File: src/rtl/svm_pkg.sv
// svm_pkg: shared widths and FSM encoding for the SVM detection collector.
package svm_pkg;
    localparam int FEA_I  = 4;
    localparam int FEA_F  = 28;
    localparam int FEA_W  = FEA_I + FEA_F;
    localparam int SW_W   = 11;
    localparam int NUM_SW = 2048;
    localparam int DET_W  = SW_W + FEA_W;
    typedef enum logic {IDLE = 1'b0, COLLECT = 1'b1} state_t;
endpackage

File: src/rtl/svm_det_fifo.sv
// svm_det_fifo: synchronous first-word fall-through FIFO; a push while full is taken only alongside a pop.
module svm_det_fifo #(
    parameter int DEPTH = 16,
    parameter int WIDTH = 8
) (
    input  logic             clk,
    input  logic             rst,
    input  logic             push,
    input  logic [WIDTH-1:0] wr_data,
    output logic             full,
    input  logic             pop,
    output logic [WIDTH-1:0] rd_data,
    output logic             empty
);
    localparam int AW = $clog2(DEPTH);
    logic [WIDTH-1:0] mem_q [DEPTH];
    logic [AW-1:0] wr_ptr_q, wr_ptr_d, rd_ptr_q, rd_ptr_d;
    logic [AW:0] cnt_q, cnt_d;
    logic do_push, do_pop;
    always_comb begin
        empty    = cnt_q == '0;
        full     = cnt_q == (AW+1)'(DEPTH);
        do_pop   = pop && !empty;
        do_push  = push && (!full || do_pop);
        wr_ptr_d = wr_ptr_q + AW'(do_push);
        rd_ptr_d = rd_ptr_q + AW'(do_pop);
        cnt_d    = cnt_q + (AW+1)'(do_push) - (AW+1)'(do_pop);
        rd_data  = empty ? '0 : mem_q[rd_ptr_q];
    end
    always_ff @(posedge clk) begin
        if (!rst) begin
            wr_ptr_q <= '0;
            rd_ptr_q <= '0;
            cnt_q    <= '0;
        end else begin
            wr_ptr_q <= wr_ptr_d;
            rd_ptr_q <= rd_ptr_d;
            cnt_q    <= cnt_d;
        end
    end
    always_ff @(posedge clk) begin
        if (do_push) mem_q[wr_ptr_q] <= wr_data;
    end
endmodule

File: src/rtl/svm_det_collector.sv
// svm_det_collector: frames the SVM classifier stream, queues positive windows and
// publishes a per-frame summary (count, best window, overflow, truncation).
module svm_det_collector
    import svm_pkg::*;
#(
    parameter int NUM_SW = svm_pkg::NUM_SW,
    parameter int DEPTH  = 16
) (
    input  logic             clk,
    input  logic             rst,
    input  logic             i_valid,
    input  logic             i_is_person,
    input  logic [FEA_W-1:0] i_result,
    input  logic [SW_W-1:0]  i_sw_id,
    output logic             det_valid,
    input  logic             det_ready,
    output logic [SW_W-1:0]  det_sw_id,
    output logic [FEA_W-1:0] det_score,
    output logic             frame_done,
    output logic             frame_err,
    output logic [SW_W:0]    frame_det_cnt,
    output logic             best_valid,
    output logic [SW_W-1:0]  best_sw_id,
    output logic [FEA_W-1:0] best_score,
    output logic             overflow
);
    localparam logic [SW_W:0]   CNT_MAX = {1'b1, {SW_W{1'b0}}};
    localparam logic [SW_W-1:0] LAST_ID = SW_W'(NUM_SW - 1);

    state_t state_q, state_d;
    logic [SW_W:0] cnt_q, cnt_d, base_cnt, fcnt_q, fcnt_d;
    logic bv_q, bv_d, base_bv, fbv_q, fbv_d;
    logic [SW_W-1:0] bid_q, bid_d, fbid_q, fbid_d;
    logic [FEA_W-1:0] bs_q, bs_d, fbs_q, fbs_d;
    logic ovf_q, ovf_d, done_q, done_d, err_q, err_d;
    logic start, last, accept, abort, pos, new_best, fifo_full, fifo_empty;

    always_comb begin
        start    = i_sw_id == '0;
        last     = i_sw_id == LAST_ID;
        accept   = i_valid && (state_q == COLLECT || start);
        abort    = i_valid && state_q == COLLECT && start;
        pos      = accept && i_is_person;
        // A frame-opening beat sees a cleared running state before it is folded in.
        base_cnt = start ? '0 : cnt_q;
        base_bv  = start ? 1'b0 : bv_q;
        new_best = pos && (!base_bv || $signed(i_result) > $signed(bs_q));
        cnt_d    = !accept ? cnt_q :
                   (pos && base_cnt != CNT_MAX) ? base_cnt + (SW_W+1)'(1) : base_cnt;
        bv_d     = accept ? (base_bv || pos) : bv_q;
        bid_d    = new_best ? i_sw_id : bid_q;
        bs_d     = new_best ? i_result : bs_q;
        ovf_d    = accept ? ((ovf_q && !start) || (pos && fifo_full && !det_ready)) : ovf_q;
        done_d   = accept && (last || abort);
        err_d    = abort;
        // An abort summarises the frame as it stood before the restarting beat.
        fcnt_d   = !done_d ? fcnt_q : abort ? cnt_q : cnt_d;
        fbv_d    = !done_d ? fbv_q  : abort ? bv_q  : bv_d;
        fbid_d   = !done_d ? fbid_q : abort ? bid_q : bid_d;
        fbs_d    = !done_d ? fbs_q  : abort ? bs_q  : bs_d;
        state_d  = !accept ? state_q : last ? IDLE : COLLECT;
    end

    always_ff @(posedge clk) begin
        if (!rst) begin
            state_q <= IDLE;
            cnt_q   <= '0;
            bv_q    <= 1'b0;
            bid_q   <= '0;
            bs_q    <= '0;
            ovf_q   <= 1'b0;
            done_q  <= 1'b0;
            err_q   <= 1'b0;
            fcnt_q  <= '0;
            fbv_q   <= 1'b0;
            fbid_q  <= '0;
            fbs_q   <= '0;
        end else begin
            state_q <= state_d;
            cnt_q   <= cnt_d;
            bv_q    <= bv_d;
            bid_q   <= bid_d;
            bs_q    <= bs_d;
            ovf_q   <= ovf_d;
            done_q  <= done_d;
            err_q   <= err_d;
            fcnt_q  <= fcnt_d;
            fbv_q   <= fbv_d;
            fbid_q  <= fbid_d;
            fbs_q   <= fbs_d;
        end
    end

    svm_det_fifo #(.DEPTH(DEPTH), .WIDTH(DET_W)) u_fifo (
        .clk    (clk),
        .rst    (rst),
        .push   (pos),
        .wr_data({i_sw_id, i_result}),
        .full   (fifo_full),
        .pop    (det_ready),
        .rd_data({det_sw_id, det_score}),
        .empty  (fifo_empty)
    );

    assign det_valid     = !fifo_empty;
    assign frame_done    = done_q;
    assign frame_err     = err_q;
    assign frame_det_cnt = fcnt_q;
    assign best_valid    = fbv_q;
    assign best_sw_id    = fbid_q;
    assign best_score    = fbs_q;
    assign overflow      = ovf_q;
endmodule

File: config.mk
export PLATFORM = sky130hd
export DESIGN_NAME = svm_det_collector
export DESIGN_NICKNAME = d
export VERILOG_FILES = /design/src/rtl/svm_pkg.sv /design/src/rtl/svm_det_fifo.sv /design/src/rtl/svm_det_collector.sv
export SDC_FILE = /design/constraint.sdc
export NUM_CORES = 1
export LEC_CHECK = 0
export CORE_UTILIZATION = 50
export CTS_CLUSTER_DIAMETER = 50
export DETAILED_ROUTE_END_ITERATION = 16
export GPL_TIMING_DRIVEN = 0
export HOLD_SLACK_MARGIN = 0.1
export PLACE_DENSITY = 0.66
export SLEW_MARGIN = 20
export SYNTH_ARGS = -nofsm -noshare
export SYNTH_HDL_FRONTEND = slang
export SYNTH_HIERARCHICAL = 1
export SYNTH_SLANG_ARGS = --single-unit
File: constraint.sdc
create_clock -name clk -period 9.1 [get_ports clk]
set_input_delay 1.365 -clock clk [delete_from_list [all_inputs] [get_ports clk]]
set_output_delay 1.365 -clock clk [all_outputs]
set_load 0.02 [all_outputs]
==> summary.md <==
| Metric | Value |
|---|---|
| R2R setup slack | 5310 ps |
| Design area | around 40000 um2 |
| Post-synth top flop | edfxtp_1 |
| Core Util, Final | around three fifths |
| Initial Util | around half |
| Total die area | 67200 um2 |
| CTS Buf Count | 89 |
| CP arrival | about 6000 ps |
| Post-DP HPWL | 59300 um |
| Crit path max fanout | 19 |
| R2r endpoint | u_fifo/mem_q[4][23] |
| Number of synthesized flops with an enable pin | a little under 700 |
| Peak Freq | 0.175 GHz |
| Mapped Area | 33100 um2 |
| CP Class | primary input to flip-flop |
| Slew Limit Fails | 0 |
| DR vias | 19464 |
| Mean Syn Cell Area | 17.5 um2 |
| Reg clk slew, reported paths | around 60 ps |
| Pwr dens | around 240 nW/um2 |
| Post_cts resized | 0 |
| Status | complete, no violations |
| CP Capture Point | u_fifo/mem_q[4][23] |
| CTS Sinks | 817 |
| # setup viols final | 0 |
| Via density | 6.17 |
| First-pass GRT wire length | 128000 um |
| Synth top cells by count | edfxtp_1 (688), mux4_2 (172), dfxtp_1 (129) |
| Psw | roughly 2.4 mW |
| WL final | 85500 um |
| Root buf cell | clkbuf_16 |
| Slew Limit Headroom | 31.0% |
| Register share of total power | 43.2% |
| Flop and latch count out of synthesis | 817 |
| Hold Vio Cnt, Final | 0 |
| Overflow left after global routing | 0 |
| Worst hold path class | flip-flop to flip-flop |
| Fin Clk Skew | roughly 18 ps |
| Clock tree buffer depth | 3 |
| Cell taking the most area after synthesis | edfxtp_1 |
| Synth top area share | 62.4% |
| CTS tree | built |
| RSZ-0062 raised after global routing | false |
| Slew @ Worst Pin | 1030 ps |
| Top post-synthesis cells by area | edfxtp_1 (62%), mux4_2 (12%), dfxtp_1 (7.8%), ha_1 (1.6%), a22oi_1 (1.5%) |
| Final TNS setup | 0 ps |
| Sw Ratio | between 20% and 30% |
| Hold depth | 2 |
| Internal power | 7.02 mW |
| Die height | ~260 um |
| Antenna-violating nets left | 0 |
| Clock Power Share | 38.3% |
| Core area | 64900 um2 |
| Rows | 93 |
| H-Tree Depth | 3 |
| Combinational Power Share | between 15 and 20% |
| Startpoint Class | primary input |
| FFs w/ async S/R, synth | 0% |
| GRT Total Usage | 25.9% |
| Peak supply drop | 0.158 mV |
| Ys Warns | 6 |
| Fin nets | about 2300 |
| Die W | around 260 um |
| RR Startpoint | state_q |
| Routed wire per std cell | 27.1 um |
| Lkg Pwr | 12.3 nW |
| Drt pass-1 iters | 7 |
| Cell count after synthesis | between 1500 and 2000 |
| Top-count cell post-synth | edfxtp_1 |
| # Post-CTS Setup Buffers | 0 |
| CP endpoint kind | flip-flop |
| PnR Total Power | 9.43 mW |
| # IOs | 151 |
| Min Tclk post-route | 5700 ps |
| Initial antenna violation count | 1 |
| Syn_nets | slightly below 2000 |
| DRC | 0 |
| Hold buffer count at cts | 0 |
| Largest net degree at the start of global routing | 22 |
| Iter 0 DRT Violations | 1562 |
| Vias in the first global route | 20159 |
| Synth cell types | 65 |
| IO buf count | 150 |
| Area growth from synthesis to layout | 19.4% |
| Seq/Total Area, Yosys | 70.2% |
| Share of layout cells above drive strength 1 | 23.7% |
| Reg2Reg Depth | 11 |
| Placed Area | between 30000 and 40000 um2 |
| Placer Congestion | 0.874 |
| Critical path origin | i_sw_id[3] |
| CP required | 9420 ps |
| Fillers | 4785 |
| Tcrit/Tclk final | between 60% and 70% |
| Max-Cap Viols | 0 |
| Worst-Skew Late Latency | 630 ps |
-- critical path: stages --
cell and delay (ps):
clkdlybuf4s50_1 860, nor4_1 550, nand3_1 210, a21o_1 380, inv_1 190, o21ai_0 290
nor4_2 680, buf_2 340, buf_4 200, buf_2 220, buf_2 230, buf_2 240
buf_2 240
-- final cells by class --
type / count / area, um2 / area share [%]
flip-flops and latches: 817 / 23200 / 58.8
multi-input cells: 893 / 9130 / 23.1
clock buffers: 112 / 2490 / 6.30
repair buffers: 244 / 2290 / 5.78
well taps: 855 / 1070 / 2.71
plain buffers: 129 / 628 / 1.59
clock inverters: 54 / 495 / 1.25
inverters: 51 / 191 / 0.484
diodes: 1 / 2.50 / 0.00633
-- routing by layer --
metal	global-route usage [%]	vias to the layer above	share of wire, %
li1	-	8444	-
met4	9.15	0	2.9
met5	0	-	0
met3	3.86	136	6.2
met2	43.8	797	50
met1	34.3	10087	41
-- state kept, by name, summed over array words and instances (netlist names) --
name and flops:
bid_q 11, best_valid 1, frame_det_cnt 12, frame_err 1, u_fifo/wr_ptr_q 4, best_sw_id 11, u_fifo/cnt_q 5, cnt_q 12
bv_q 1, u_fifo/mem_q 688, u_fifo/rd_ptr_q 4, best_score 32, bs_q 32, frame_done 1, state_q 1, overflow 1
-- worst min path at each step --
stage	startpoint	end	slack, ps
after floorplan	bv_q	bv_q	450
after global routing	bv_q	bv_q	500
after CTS	bv_q	bv_q	480
after detailed placement	bv_q	bv_q	470
after global placement	bv_q	bv_q	460
final	bv_q	bv_q	480
-- cell usage in the layout (no fill, tap or decap), types with 7 or more instances in the layout --
cell type / count
inv_1: 49
nand2_1: 71
clkbuf_16: 95
nand3_2: 30
inv_6: 8
dfxtp_1: 129
buf_6: 20
edfxtp_1: 688
a22oi_1: 64
buf_4: 54
nor3_2: 10
buf_2: 62
o31ai_1: 44
nor4_1: 7
bufinv_16: 7
buf_1: 7
nand3_1: 22
a22oi_2: 24
mux4_2: 172
xor2_1: 7
mux2i_1: 43
clkdlybuf4s50_1: 150
a21oi_1: 68
o211ai_1: 14
nand4_1: 54
nor2_1: 27
clkbuf_1: 83
nor3_1: 7
xnor2_1: 7
o221ai_1: 37
ha_1: 43
clkinv_2: 19
and2_1: 13
o21ai_0: 54
clkinv_1: 10
-- kinds of logic (layout without fill, tap and decap cells) --
kind of cell,Yosys count,in the layout,share of synthesized area (%)
buffers and inverters,180,590,2.48
AND/OR/NAND/NOR,282,282,4.95
flip-flops,817,817,70.2
adder cells (fa/ha/maj),44,44,1.69
multiplexers,215,215,13.0
XOR/XNOR,14,14,0.370
AO/OA/AOI/OAI,338,338,7.30
other,0,1,0
-- power by group through the flow --
stage	Combinational, mW	Sequential (mW)	Clock [mW]
after floorplan	1.12	4.15	0
after global placement	1.75	4.16	0
after detailed placement	1.77	4.16	0
after CTS	1.78	4.08	3.67
after global routing	1.87	4.08	3.81
final	1.74	4.08	3.61
-- metrics by stage --
stage,setup WS (ps),std cells,hold WS [ps]
CTS,3530,3155,480
global placement,-3880,2895,464
floorplan,2040,1890,450
detailed placement,2890,2989,473
global route,3160,3155,497
finish,3400,3156,482
(Power assumes the default switching activity.)
